### config.mk
export PLATFORM = sky130hd
export DESIGN_NAME = master_rx_deser
export DESIGN_NICKNAME = d
export VERILOG_FILES = /design/src/rtl/master_rx_deser.sv
export SDC_FILE = /design/constraint.sdc
export NUM_CORES = 1
export LEC_CHECK = 0
export CAP_MARGIN = 15
export CORE_MARGIN = 10
export CORE_UTILIZATION = 25
export DETAILED_ROUTE_END_ITERATION = 8
export HOLD_SLACK_MARGIN = 0.15
export PLACE_DENSITY = 0.4
export SETUP_SLACK_MARGIN = 0.4
export SLEW_MARGIN = 15
export SYNTH_ARGS = -nofsm -noshare
export SYNTH_HDL_FRONTEND = slang
export SYNTH_SLANG_ARGS = --single-unit
### constraint.sdc
create_clock -name clk -period 3 [get_ports clk]
set_clock_uncertainty 0.05 [all_clocks]
set_input_delay 0.3 -clock clk [delete_from_list [all_inputs] [get_ports clk]]
set_output_delay 0.3 -clock clk [all_outputs]
set_load 0.05 [all_outputs]
### src/rtl/master_rx_deser.sv
// Read-phase deserialiser: waits for a start bit, shifts DATA_WIDTH bits LSB first and holds the word for a ready/valid consumer.
// Define MASTER_RX_PARITY_EN to append and check one even-parity bit per frame.
module master_rx_deser #(
  parameter int DATA_WIDTH    = 8,
  parameter int START_TIMEOUT = 16
) (
  input  logic                  clk,
  input  logic                  rstn,
  input  logic                  rx_en,
  input  logic                  master_rx,
  input  logic                  rd_ready,
  output logic [DATA_WIDTH-1:0] rd_data,
  output logic                  rd_valid,
  output logic                  rx_busy,
  output logic                  overrun_err,
  output logic                  timeout_err,
  output logic                  parity_err
);

  localparam logic [7:0] START_LAST = 8'(START_TIMEOUT - 1);
  localparam logic [5:0] BIT_LAST   = 6'(DATA_WIDTH - 1);

  typedef enum logic [2:0] {
    IDLE       = 3'd0,
    WAIT_START = 3'd1,
    SHIFT      = 3'd2,
`ifdef MASTER_RX_PARITY_EN
    PARITY     = 3'd4,
`endif
    DONE       = 3'd3
  } state_t;

  state_t                state_r, state_nxt;
  logic [7:0]            start_cnt_r, start_cnt_nxt;
  logic [5:0]            bit_cnt_r, bit_cnt_nxt;
  logic [DATA_WIDTH-1:0] shift_r, shift_nxt, shift_ins;
  logic [DATA_WIDTH-1:0] rd_data_r, rd_data_nxt;
  logic                  rd_valid_r, rd_valid_nxt;
  logic                  overrun_r, overrun_nxt;
  logic                  timeout_r, timeout_nxt;

`ifdef MASTER_RX_PARITY_EN
  logic                  perr_r, perr_nxt;

  // Odd count of ones over data plus parity bit means the even-parity check failed.
  function automatic logic parity_bad(input logic [DATA_WIDTH-1:0] data, input logic pbit);
    return ^{data, pbit};
  endfunction

  assign parity_err = perr_r;
`else
  assign parity_err = 1'b0;
`endif

  assign rd_data     = rd_data_r;
  assign rd_valid    = rd_valid_r;
  assign overrun_err = overrun_r;
  assign timeout_err = timeout_r;
  assign rx_busy     = (state_r != IDLE);

  // Current serial bit dropped into the shift register at the bit-counter position.
  always_comb begin
    shift_ins = shift_r;
    for (int i = 0; i < DATA_WIDTH; i++) begin
      if (bit_cnt_r == 6'(i)) shift_ins[i] = master_rx;
      else                    shift_ins[i] = shift_r[i];
    end
  end

  // Next-state and next-register values for the frame FSM and the output holding stage.
  always_comb begin
    state_nxt     = state_r;
    start_cnt_nxt = start_cnt_r;
    bit_cnt_nxt   = bit_cnt_r;
    shift_nxt     = shift_r;
    rd_data_nxt   = rd_data_r;
    rd_valid_nxt  = rd_valid_r;
    overrun_nxt   = overrun_r;
    timeout_nxt   = 1'b0;
`ifdef MASTER_RX_PARITY_EN
    perr_nxt      = 1'b0;
`endif
    if (rd_valid_r && rd_ready) rd_valid_nxt = 1'b0;
    else                        rd_valid_nxt = rd_valid_r;

    case (state_r)
      IDLE: begin
        if (rx_en) begin
          state_nxt     = WAIT_START;
          start_cnt_nxt = 8'd0;
        end else begin
          state_nxt = IDLE;
        end
      end
      WAIT_START: begin
        if (!rx_en) begin
          state_nxt = IDLE;
        end else if (master_rx) begin
          state_nxt   = SHIFT;
          bit_cnt_nxt = 6'd0;
          shift_nxt   = {DATA_WIDTH{1'b0}};
        end else if (start_cnt_r == START_LAST) begin
          state_nxt   = IDLE;
          timeout_nxt = 1'b1;
        end else begin
          start_cnt_nxt = start_cnt_r + 8'd1;
        end
      end
      SHIFT: begin
        if (!rx_en) begin
          state_nxt = IDLE;
        end else begin
          shift_nxt = shift_ins;
          if (bit_cnt_r == BIT_LAST) begin
`ifdef MASTER_RX_PARITY_EN
            state_nxt = PARITY;
`else
            state_nxt = DONE;
`endif
          end else begin
            bit_cnt_nxt = bit_cnt_r + 6'd1;
          end
        end
      end
`ifdef MASTER_RX_PARITY_EN
      PARITY: begin
        if (!rx_en) begin
          state_nxt = IDLE;
        end else if (parity_bad(shift_r, master_rx)) begin
          state_nxt = IDLE;
          perr_nxt  = 1'b1;
        end else begin
          state_nxt = DONE;
        end
      end
`endif
      DONE: begin
        // A word still held and not taken this cycle wins; the new one is lost.
        if (!rd_valid_r || rd_ready) begin
          rd_data_nxt  = shift_r;
          rd_valid_nxt = 1'b1;
        end else begin
          overrun_nxt = 1'b1;
        end
        start_cnt_nxt = 8'd0;
        if (rx_en) state_nxt = WAIT_START;
        else       state_nxt = IDLE;
      end
      default: begin
        state_nxt = IDLE;
      end
    endcase
  end

  // State and output registers with synchronous active-low reset.
  always_ff @(posedge clk) begin
    if (!rstn) begin
      state_r     <= IDLE;
      start_cnt_r <= 8'd0;
      bit_cnt_r   <= 6'd0;
      shift_r     <= {DATA_WIDTH{1'b0}};
      rd_data_r   <= {DATA_WIDTH{1'b0}};
      rd_valid_r  <= 1'b0;
      overrun_r   <= 1'b0;
      timeout_r   <= 1'b0;
`ifdef MASTER_RX_PARITY_EN
      perr_r      <= 1'b0;
`endif
    end else begin
      state_r     <= state_nxt;
      start_cnt_r <= start_cnt_nxt;
      bit_cnt_r   <= bit_cnt_nxt;
      shift_r     <= shift_nxt;
      rd_data_r   <= rd_data_nxt;
      rd_valid_r  <= rd_valid_nxt;
      overrun_r   <= overrun_nxt;
      timeout_r   <= timeout_nxt;
`ifdef MASTER_RX_PARITY_EN
      perr_r      <= perr_nxt;
`endif
    end
  end

endmodule

==> results of run 1 <==
-- per-layer routing --
layer	wire, µm	GRT usage, %	up-vias
met5	0	0	-
met4	70	3.24	0
met3	196	2.76	6
met2	1690	10.6	20
met1	2240	10.3	690
li1	-	-	782
-- placed cells by master, fill, tap and decap left out, types with 6 or more instances in the layout --
| cell | synthesis | final |
|---|---|---|
| clkbuf_8 | 0 | 6 |
| clkdlybuf4s50_1 | 0 | 16 |
| inv_1 | 7 | 7 |
| dfxtp_1 | 35 | 35 |
| a21oi_1 | 14 | 14 |
| nor3_1 | 6 | 6 |
| a31oi_1 | 6 | 6 |
| nand2_1 | 29 | 29 |
| nand3_1 | 7 | 7 |
| nor2_1 | 15 | 15 |
| ha_1 | 11 | 11 |
| mux2i_1 | 8 | 8 |
| o21ai_0 | 13 | 13 |
-- logic make-up after synthesis --
logic type	count (synthesis)
other	1
and+or+nand+nor	80
buffers and inverters	18
DFF	35
adders and majority gates	11
AOI/OAI and AO/OA	57
muxes	9
-- worst max path at each step --
stage	cells past startpoint	to	slack [ps]	startpoint
floorplan	6	bit_cnt_r[5]	1350	state_r[1]
global placement	5	start_cnt_r[2]	910	rstn
detailed placement	5	start_cnt_r[2]	910	rstn
CTS	4	rx_busy	770	state_r[0]
global route	4	rx_busy	710	state_r[0]
finish	4	rx_busy	800	state_r[0]
-- stage by stage --
step / worst slack [ps] / total power [mW] / cells / cell area (µm²) / util [%]
after floorplan: 1350 / 0.543 / 211 / 1800 / -
after global placement: 913 / 0.568 / 315 / 2040 / 29.7
after CTS: 768 / 1.02 / 323 / 2160 / 31.5
after global routing: 708 / 1.05 / 323 / 2160 / 31.5
final: 799 / 1.00 / 323 / 2160 / 31.5
after detailed placement: 911 / 0.567 / 315 / 2040 / 29.7
-- area by class of cell --
class | instances | area share, %
Multi-Input combinational cell | 158 | 47.1
Sequential cell | 35 | 32.4
Timing Repair Buffer | 18 | 8.11
Tap cell | 96 | 5.56
Clock buffer | 6 | 3.82
Clock inverter | 2 | 1.62
Inverter | 8 | 1.39
-- worst reg2reg max path, delay by kind of cell (launching register included) --
kind,cells,cell delay (ps)
and+or+nand+nor,1,80
adders and majority gates,1,460
buffers and inverters,1,90
muxes,1,370
AOI/OAI and AO/OA,2,590
DFF,1,350
-- synth_stat cells (2+ instances only) --
cell type	instances	area, µm²
a21boi_0	4	30.0
a21oi_1	14	70.1
a22o_1	4	35.0
a31oi_1	6	37.5
and3_1	3	18.8
buf_2	5	25.0
clkbuf_1	4	15.0
dfxtp_1	35	701
ha_1	11	138
inv_1	7	26.3
mux2i_1	8	80.1
nand2_1	29	109
nand2b_1	2	12.5
nand3_1	7	35.0
nand3b_1	2	15.0
nand4_1	2	12.5
nor2_1	15	56.3
nor2b_1	2	12.5
nor3_1	6	30.0
o21a_1	4	30.0
o21ai_0	13	65.1
o22ai_1	3	18.8
-- power breakdown --
part	total [mW]	switching (mW)	internal, mW	leakage, nW
clock network	0.448	0.179	0.269	0.0612
registers	0.470	0.00276	0.467	0.282
logic	0.0848	0.0535	0.0313	0.525
total	1.00	0.235	0.767	0.868
-- sequential cells by signal, indices dropped and copies added, names as in the netlist --
signal       cells
start_cnt_r      8
shift_r          8
overrun_err      1
rd_valid         1
timeout_err      1
bit_cnt_r        6
rd_data          8
state_r          2
==> impl_metrics.ini, run 1 <==
[route]
drc = 0
drt-total-wl_um = 4210
drtIter0Drc = 69
via_count = 1498
ant_nets = 0
viasPerCell = 4.64
firstDrtPassIters = 4
post_drt_wl_per_cell_um = 13.0

[synth]
synth_compound_area_share_pct = 20.7
synth-edff-count = 0
synth-adder-area-share_pct = 7.67
synth.ff_latch_count = 35
async_reset_ff_share_pct = 0
synth-xor-area-share_pct = 0
syn_area_per_cell_um2 = 8.51
synth.mux.area_fraction_pct = 5.30
synth_nets = 227
yosysWarnings = 0
yosys.area_share.simple_pct = 22.8
syn-cell-area_mm2 = 0.00180
ys_dominant_reg_cell = dfxtp_1
synth_top_family_by_area = simple AND/OR/NAND/NOR gates
seq_area_frac_synth_pct = 39.0
netlist_instances = 211
yosysUniqueCellTypes = 47

[final_layout]
areaGrowthSynthToFinish_pct = 20.3
fin_nets = 242
multi_input_comb_area_mm2 = 0.00102
fillCellCount = 744
antenna_cells = 0
seq_area_um2 = 701
drive_above_1_share_pct = 7.49

[timing]
min_period_ps = 2200
setup-tns-final_ps = 0
timing.final.crit_share_pct = 73.4
setup_viol = 0
drv_slew = 0
maxSlewHeadroom_pct = 57.3
fin_hold_ws_ps = 414
rsz0062_at_grt = false
max_freq_mhz = 454
worst_pin_slew_ps = 635
hold_viol = 0

[grt]
grt_pass1_vias = 1395
grt_pass1_wl_um = 6980
grt_overflow = 0
grt_usage_pct = 7.65
antenna_found_initial = 0
grt_start_max_net_pins = 18

[critical_path]
r2r_cells = 6
worstReg2RegStart = state_r[1]
worst_path_max_delay_cell = clkdlybuf4s50_1
cp_slowest_stage_delay_ps = 790
cp_cell_sequence = inv_1 > ha_1 > inv_1 > clkdlybuf4s50_1
crit_path_end_kind = output port
crit_path_start_kind = flip-flop
crit_buf_inv = 3
r2r_end = shift_r[2]
path_class = flip-flop to output port
cp_max_fo = 4
critical_path.most_common_cell = inv_1
rrSetupSlack_ps = 950
worstPathRequired_ps = 2650
critPathArrivalTime_ps = 1850
cp_top_family = buffers and inverters

[placed_design]
io_buffers = 16
dp_hpwl_um = 3140
gp_congestion = 0.741

[power]
power_density_mw_per_mm2 = 464
leakage_nw = 0.868
peakVddDrop_mv = 0.149

[clock_network]
worstSkewPairLatency_ps = 290
numCtsBuffers = 5
clock_path_buffers = 2
cts.htree.levels = 2
cts_resized = 0
tritoncts = built
clkSlewWorstSetupHoldPaths_ps = 80
hold_buffers = 0
cts.sinks = 35
cts_setup_buffers = 0
root_buffer = clkbuf_8

[die]
die-height_um = 105
placementRows = 30
ios = 18
die_w_um = 105
start_util_pct = 26.1
core-area_mm2 = 0.00687
dieArea_mm2 = 0.0110

[min_path]
hp-class = flip-flop to flip-flop
hp-start = shift_r[3]
hold_depth = 2
hold_path_end = shift_r[3]

[run]
max-cap-violations = 0

[status]
status = complete, no violations
Power figures use the tool's default switching activity.
==> inputs of run 2 (changes only) <==
==> constraint.sdc (replaced) <==
create_clock -name clk -period 2.11 [get_ports clk]
set_clock_uncertainty 0.05 [all_clocks]
set_input_delay 0.211 -clock clk [delete_from_list [all_inputs] [get_ports clk]]
set_output_delay 0.211 -clock clk [all_outputs]
set_load 0.05 [all_outputs]
==> run 2 against run 1 <==
  * Global-route usage up 0.55 points
  * First-iteration DRC count rose by 4.3%
  * Setup slack lost 350 ps
  * Via count rose by 4.5%
  * Critical path depth is 3 lower
  * Die area is the same
  * Wire length grew 6.9%
  * Combinational power rose by 82%
==> impl_metrics.ini, run 2 (synthesized netlist as in run 1, its figures left out) <==
[status]
status = complete, no violations

[critical_path]
crit_path_end_kind = output port
cp_slowest_stage_delay_ps = 800
path_class = flip-flop to output port
cp_top_family = buffers and inverters
r2r_end = start_cnt_r[1]
cp_max_fo = 2
critPathArrivalTime_ps = 1400
cp_cell_sequence = clkdlybuf4s50_1
r2r_cells = 6
worst_path_max_delay_cell = clkdlybuf4s50_1
rrSetupSlack_ps = 470
crit_path_start_kind = flip-flop
worstReg2RegStart = state_r[1]
worstPathRequired_ps = 1850
crit_buf_inv = 1

[run]
max-cap-violations = 0

[clock_network]
root_buffer = clkbuf_8
numCtsBuffers = 5
worstSkewPairLatency_ps = 290
hold_buffers = 0
cts.sinks = 35
clkSlewWorstSetupHoldPaths_ps = 70
tritoncts = built
cts.htree.levels = 2
clock_path_buffers = 2

[route]
drt-total-wl_um = 4490
viasPerCell = 4.73
firstDrtPassIters = 4
drtIter0Drc = 72
post_drt_wl_per_cell_um = 13.6
via_count = 1565
drc = 0
ant_nets = 0

[final_layout]
drive_above_1_share_pct = 16.6
final_cell_mix = dfxtp_1 (32), nand2_1 (29), nor2_1 (15)
fin_area_mm2 = 0.00228
areaGrowthSynthToFinish_pct = 27.2
antenna_cells = 0
fillCellCount = 738
layout.cells.non_filler = 331
seq_area_um2 = 707
layout_commonest_cell = dfxtp_1
multi_input_comb_area_mm2 = 0.00110
fin_nets = 250

[grt]
grt_pass1_vias = 1451
antenna_found_initial = 0
grt_pass1_wl_um = 7530
grt_usage_pct = 8.20
grt_start_max_net_pins = 13
grt_overflow = 0

[min_path]
hold_path_end = shift_r[1]
hold_depth = 2
hp-class = flip-flop to flip-flop
hp-start = shift_r[1]

[placed_design]
io_buffers = 16
dp_hpwl_um = 3210
gp_congestion = 0.751
placed_area_mm2 = 0.00208
dp_cells = 320

[power]
leakage_nw = 1.05
peakVddDrop_mv = 0.187
power_density_mw_per_mm2 = 571

[die]
placementRows = 30
ios = 18
die-height_um = 105
core-area_mm2 = 0.00687
die_w_um = 105
dieArea_mm2 = 0.0110
start_util_pct = 26.1

[timing]
min_period_ps = 1660
drv_slew = 0
hold_viol = 0
timing.final.crit_share_pct = 78.9
worst_pin_slew_ps = 510
max_freq_mhz = 601
setup-tns-final_ps = 0
setup_viol = 0
rsz0062_at_grt = false
maxSlewHeadroom_pct = 65.9
==> run 2: cell count changes in the layout (fill, tap and decap cells not counted), sizes merged, moves of 2 or more <==
| cell | previous run | this run |
|---|---|---|
| clkdlybuf4s50 | 16 | 5 |
| clkinv | 2 | 4 |
| dlygate4sd2 | 0 | 2 |
| buf | 2 | 10 |
| dlymetal6s2s | 0 | 8 |
==> run 2: layout make-up <==
type,instances,area share [%]
repair buffers,25,10.6
multi-input cells,159,48.2
flip-flops and latches,35,30.9
inverters,8,1.31
clock inverters,3,0.657
clock buffers,5,3.01
well taps,96,5.26
==> run 2: repair_timing <==
action / CTS / global route
endpoints found under the setup margin: 23 / 24
buffers inserted: 0 / 2
pin swaps: 0 / 2
gates cloned: 1 / 0
resized for setup: 12 / 19
==> run 2: worst max-delay path by stage <==
stage                     startpoint              to  slack (ps)  cells after the start
after floorplan           state_r[1]    bit_cnt_r[5]         460                      6
after global placement         rx_en  start_cnt_r[2]         210                      5
after detailed placement       rx_en  start_cnt_r[2]         170                      5
after CTS                 state_r[1]    bit_cnt_r[5]         390                      6
after global routing      state_r[1]  start_cnt_r[2]         390                      6
final                       rd_valid        rd_valid         450                      1
==> run 2: power breakdown <==
| part | internal [mW] | total (mW) | switching, mW | leakage [nW] |
|---|---|---|---|---|
| clock network | 0.226 | 0.481 | 0.255 | 0.0477 |
| logic | 0.0629 | 0.154 | 0.0915 | 0.717 |
| registers | 0.664 | 0.669 | 0.00587 | 0.284 |
==> run 2: through the flow <==
| stage | util, % | hold slack [ps] | power (mW) | worst slack [ps] |
|---|---|---|---|---|
| 6_report | 33.3 | 412 | 1.31 | 446 |
| 2_1_floorplan | - | 360 | 0.772 | 459 |
| 3_5_place_dp | 30.3 | 406 | 0.816 | 166 |
| 5_1_grt | 33.3 | 436 | 1.37 | 387 |
| 4_1_cts | 32.2 | 417 | 1.33 | 388 |
| 3_3_place_gp | 30.3 | 402 | 0.817 | 209 |
==> run 2: per-layer routing <==
layer / GRT usage [%] / part of all wire [%]
met4: 2.65 / 1.1
met3: 2.76 / 5.3
met1: 11.0 / 51
met2: 12.0 / 42
met5: 0 / 0
==> inputs of run 3 (changes only) <==
--- a/config.mk
+++ b/config.mk
@@ -10,7 +10,7 @@
 export CORE_UTILIZATION = 25
 export DETAILED_ROUTE_END_ITERATION = 8
 export HOLD_SLACK_MARGIN = 0.15
-export PLACE_DENSITY = 0.4
+export PLACE_DENSITY = 0.42
 export SETUP_SLACK_MARGIN = 0.4
 export SLEW_MARGIN = 15
 export SYNTH_ARGS = -nofsm -noshare
==> constraint.sdc (replaced) <==
create_clock -name clk -period 1.5 [get_ports clk]
set_clock_uncertainty 0.05 [all_clocks]
set_input_delay 0.15 -clock clk [delete_from_list [all_inputs] [get_ports clk]]
set_output_delay 0.15 -clock clk [all_outputs]
set_load 0.05 [all_outputs]
==> run 3 against run 2 <==
  * The flow now finishes with violations (setup timing)
  * Global-route usage grew 0.56 points
  * Final area increased by 21%
  * Flip-flop and latch count stayed put
  * Critical path depth increased by 5
  * Final cell count grew 9.4%
  * Register-to-register slack lost 490 ps
  * Clock power up 80%
  * Non-clock buffer count up 31
  * Sequential share of layout area fell by 5.1 points
  * Sequential power is 40% higher
  * Highest routed layer unchanged
==> impl_metrics.ini, run 3 (synthesized netlist as in run 1, its figures left out) <==
[die]
die-height_um = 105
dieArea_mm2 = 0.0110
die_w_um = 105
placementRows = 30
start_util_pct = 26.1
ios = 18
core-area_mm2 = 0.00687

[route]
drc = 0
drt-total-wl_um = 4740
viasPerCell = 4.59
drtIter0Drc = 72
firstDrtPassIters = 4
post_drt_wl_per_cell_um = 13.1
via_count = 1660
ant_nets = 0

[placed_design]
gp_congestion = 0.776
place_ws_ps = -206
dp_hpwl_um = 3390
dp_cells = 347
io_buffers = 16

[critical_path]
cp_max_fo = 6
path_class = flip-flop to flip-flop
crit_path_end_kind = flip-flop
worstPathRequired_ps = 1680
crit_path_start_kind = flip-flop
critPathArrivalTime_ps = 1700

[timing]
min_period_ps = 1520
setup_viol = 2
timing.final.crit_share_pct = 102
setup-tns-final_ps = -46.7
hold_viol = 0
max_freq_mhz = 656
worst_slack_ps = -24.2
drv_slew = 0
rsz0062_at_grt = true

[final_layout]
postLayoutCoreUtil_pct = 40.2
seq_area_um2 = 714
multi_input_comb_area_mm2 = 0.00129
layout_commonest_cell = buf_4
fin_nets = 281
drive_above_1_share_pct = 42.1
layout.cells.non_filler = 362
antenna_cells = 0
final_cell_mix = buf_4 (44), dfxtp_1 (30), nand2_1 (27)
areaGrowthSynthToFinish_pct = 53.8
fillCellCount = 688

[power]
leakage_nw = 1.14
power_density_mw_per_mm2 = 762
peakVddDrop_mv = 0.315

[grt]
gr-max-usage-layer = met2
grt_pass1_vias = 1642
use_met3_pct = 2.33
use_met2_pct = 13.3
grt_start_max_net_pins = 14
globalRouteMet1Util_pct = 11.4
grt_usage_pct = 8.75
grt_pass1_wl_um = 8100
grt_overflow = 0
antenna_found_initial = 0

[run]
max-cap-violations = 0

[clock_network]
clkSlewWorstSetupHoldPaths_ps = 80
tritoncts = built
cts.sinks = 35
worstSkewPairLatency_ps = 300
clock_path_buffers = 2
numCtsBuffers = 5
cts.htree.levels = 2
hold_buffers = 0
root_buffer = clkbuf_8

[min_path]
hp-class = flip-flop to flip-flop

[status]
violations = setup timing
status = complete, but fails checks
[run 3: path summary, 6_finish.rpt]
| check | startpoint | to | slack [ps] | cells after the start |
|---|---|---|---|---|
| worst max-delay path | state_r[1] | bit_cnt_r[5] | -20 | 6 |
| worst max register to register | state_r[1] | bit_cnt_r[5] | -20 | 6 |
| worst min-delay path | shift_r[4] | shift_r[4] | 410 | 2 |
| worst min register to register | shift_r[4] | shift_r[4] | 410 | 2 |
[run 3: layer usage]
| layer | part of all wire (%) | routed length [µm] | up-vias |
|---|---|---|---|
| li1 | - | - | 868 |
| met1 | 49 | 2320 | 766 |
| met2 | 46 | 2180 | 19 |
| met3 | 3.6 | 170 | 7 |
| met4 | 1.4 | 68 | 0 |
| met5 | 0 | 0 | - |
[run 3: repair_timing]
item | CTS | global route
resized for setup | 49 | 18
endpoints found under the setup margin | 34 | 36
pin swaps | 34 | 14
setup buffers | 3 | 3
cloned | 1 | 0
[run 3: worst max-delay path, stage by stage, from the launching register on]
cell and delay [ps]:
dfxtp_4 370, inv_4 40, ha_4 180, mux2_4 250, nand2_4 60, or4_1 390, a21oi_1 120
[run 3: layout make-up]
cell class / count / share of cell area, %
clock inverters: 3 / 1.59
well taps: 96 / 4.35
clock buffers: 5 / 2.49
flip-flops and latches: 35 / 25.9
repair buffers: 56 / 17.6
inverters: 8 / 1.31
multi-input cells: 159 / 46.8
[run 3: power breakdown]
group	internal (mW)	switching, mW	leakage (nW)	total [mW]
clock	0.495	0.371	0.0581	0.866
combinational	0.143	0.158	0.801	0.300
sequential	0.931	0.00756	0.285	0.939
[run 3: through the flow]
step / instance area [µm²] / hold WS [ps] / total power [mW]
2_1_floorplan: 1850 / 269 / 1.09
3_3_place_gp: 2320 / 406 / 1.19
3_5_place_dp: 2320 / 406 / 1.18
4_1_cts: 2680 / 419 / 2.13
5_1_grt: 2760 / 422 / 2.20
6_report: 2760 / 409 / 2.11
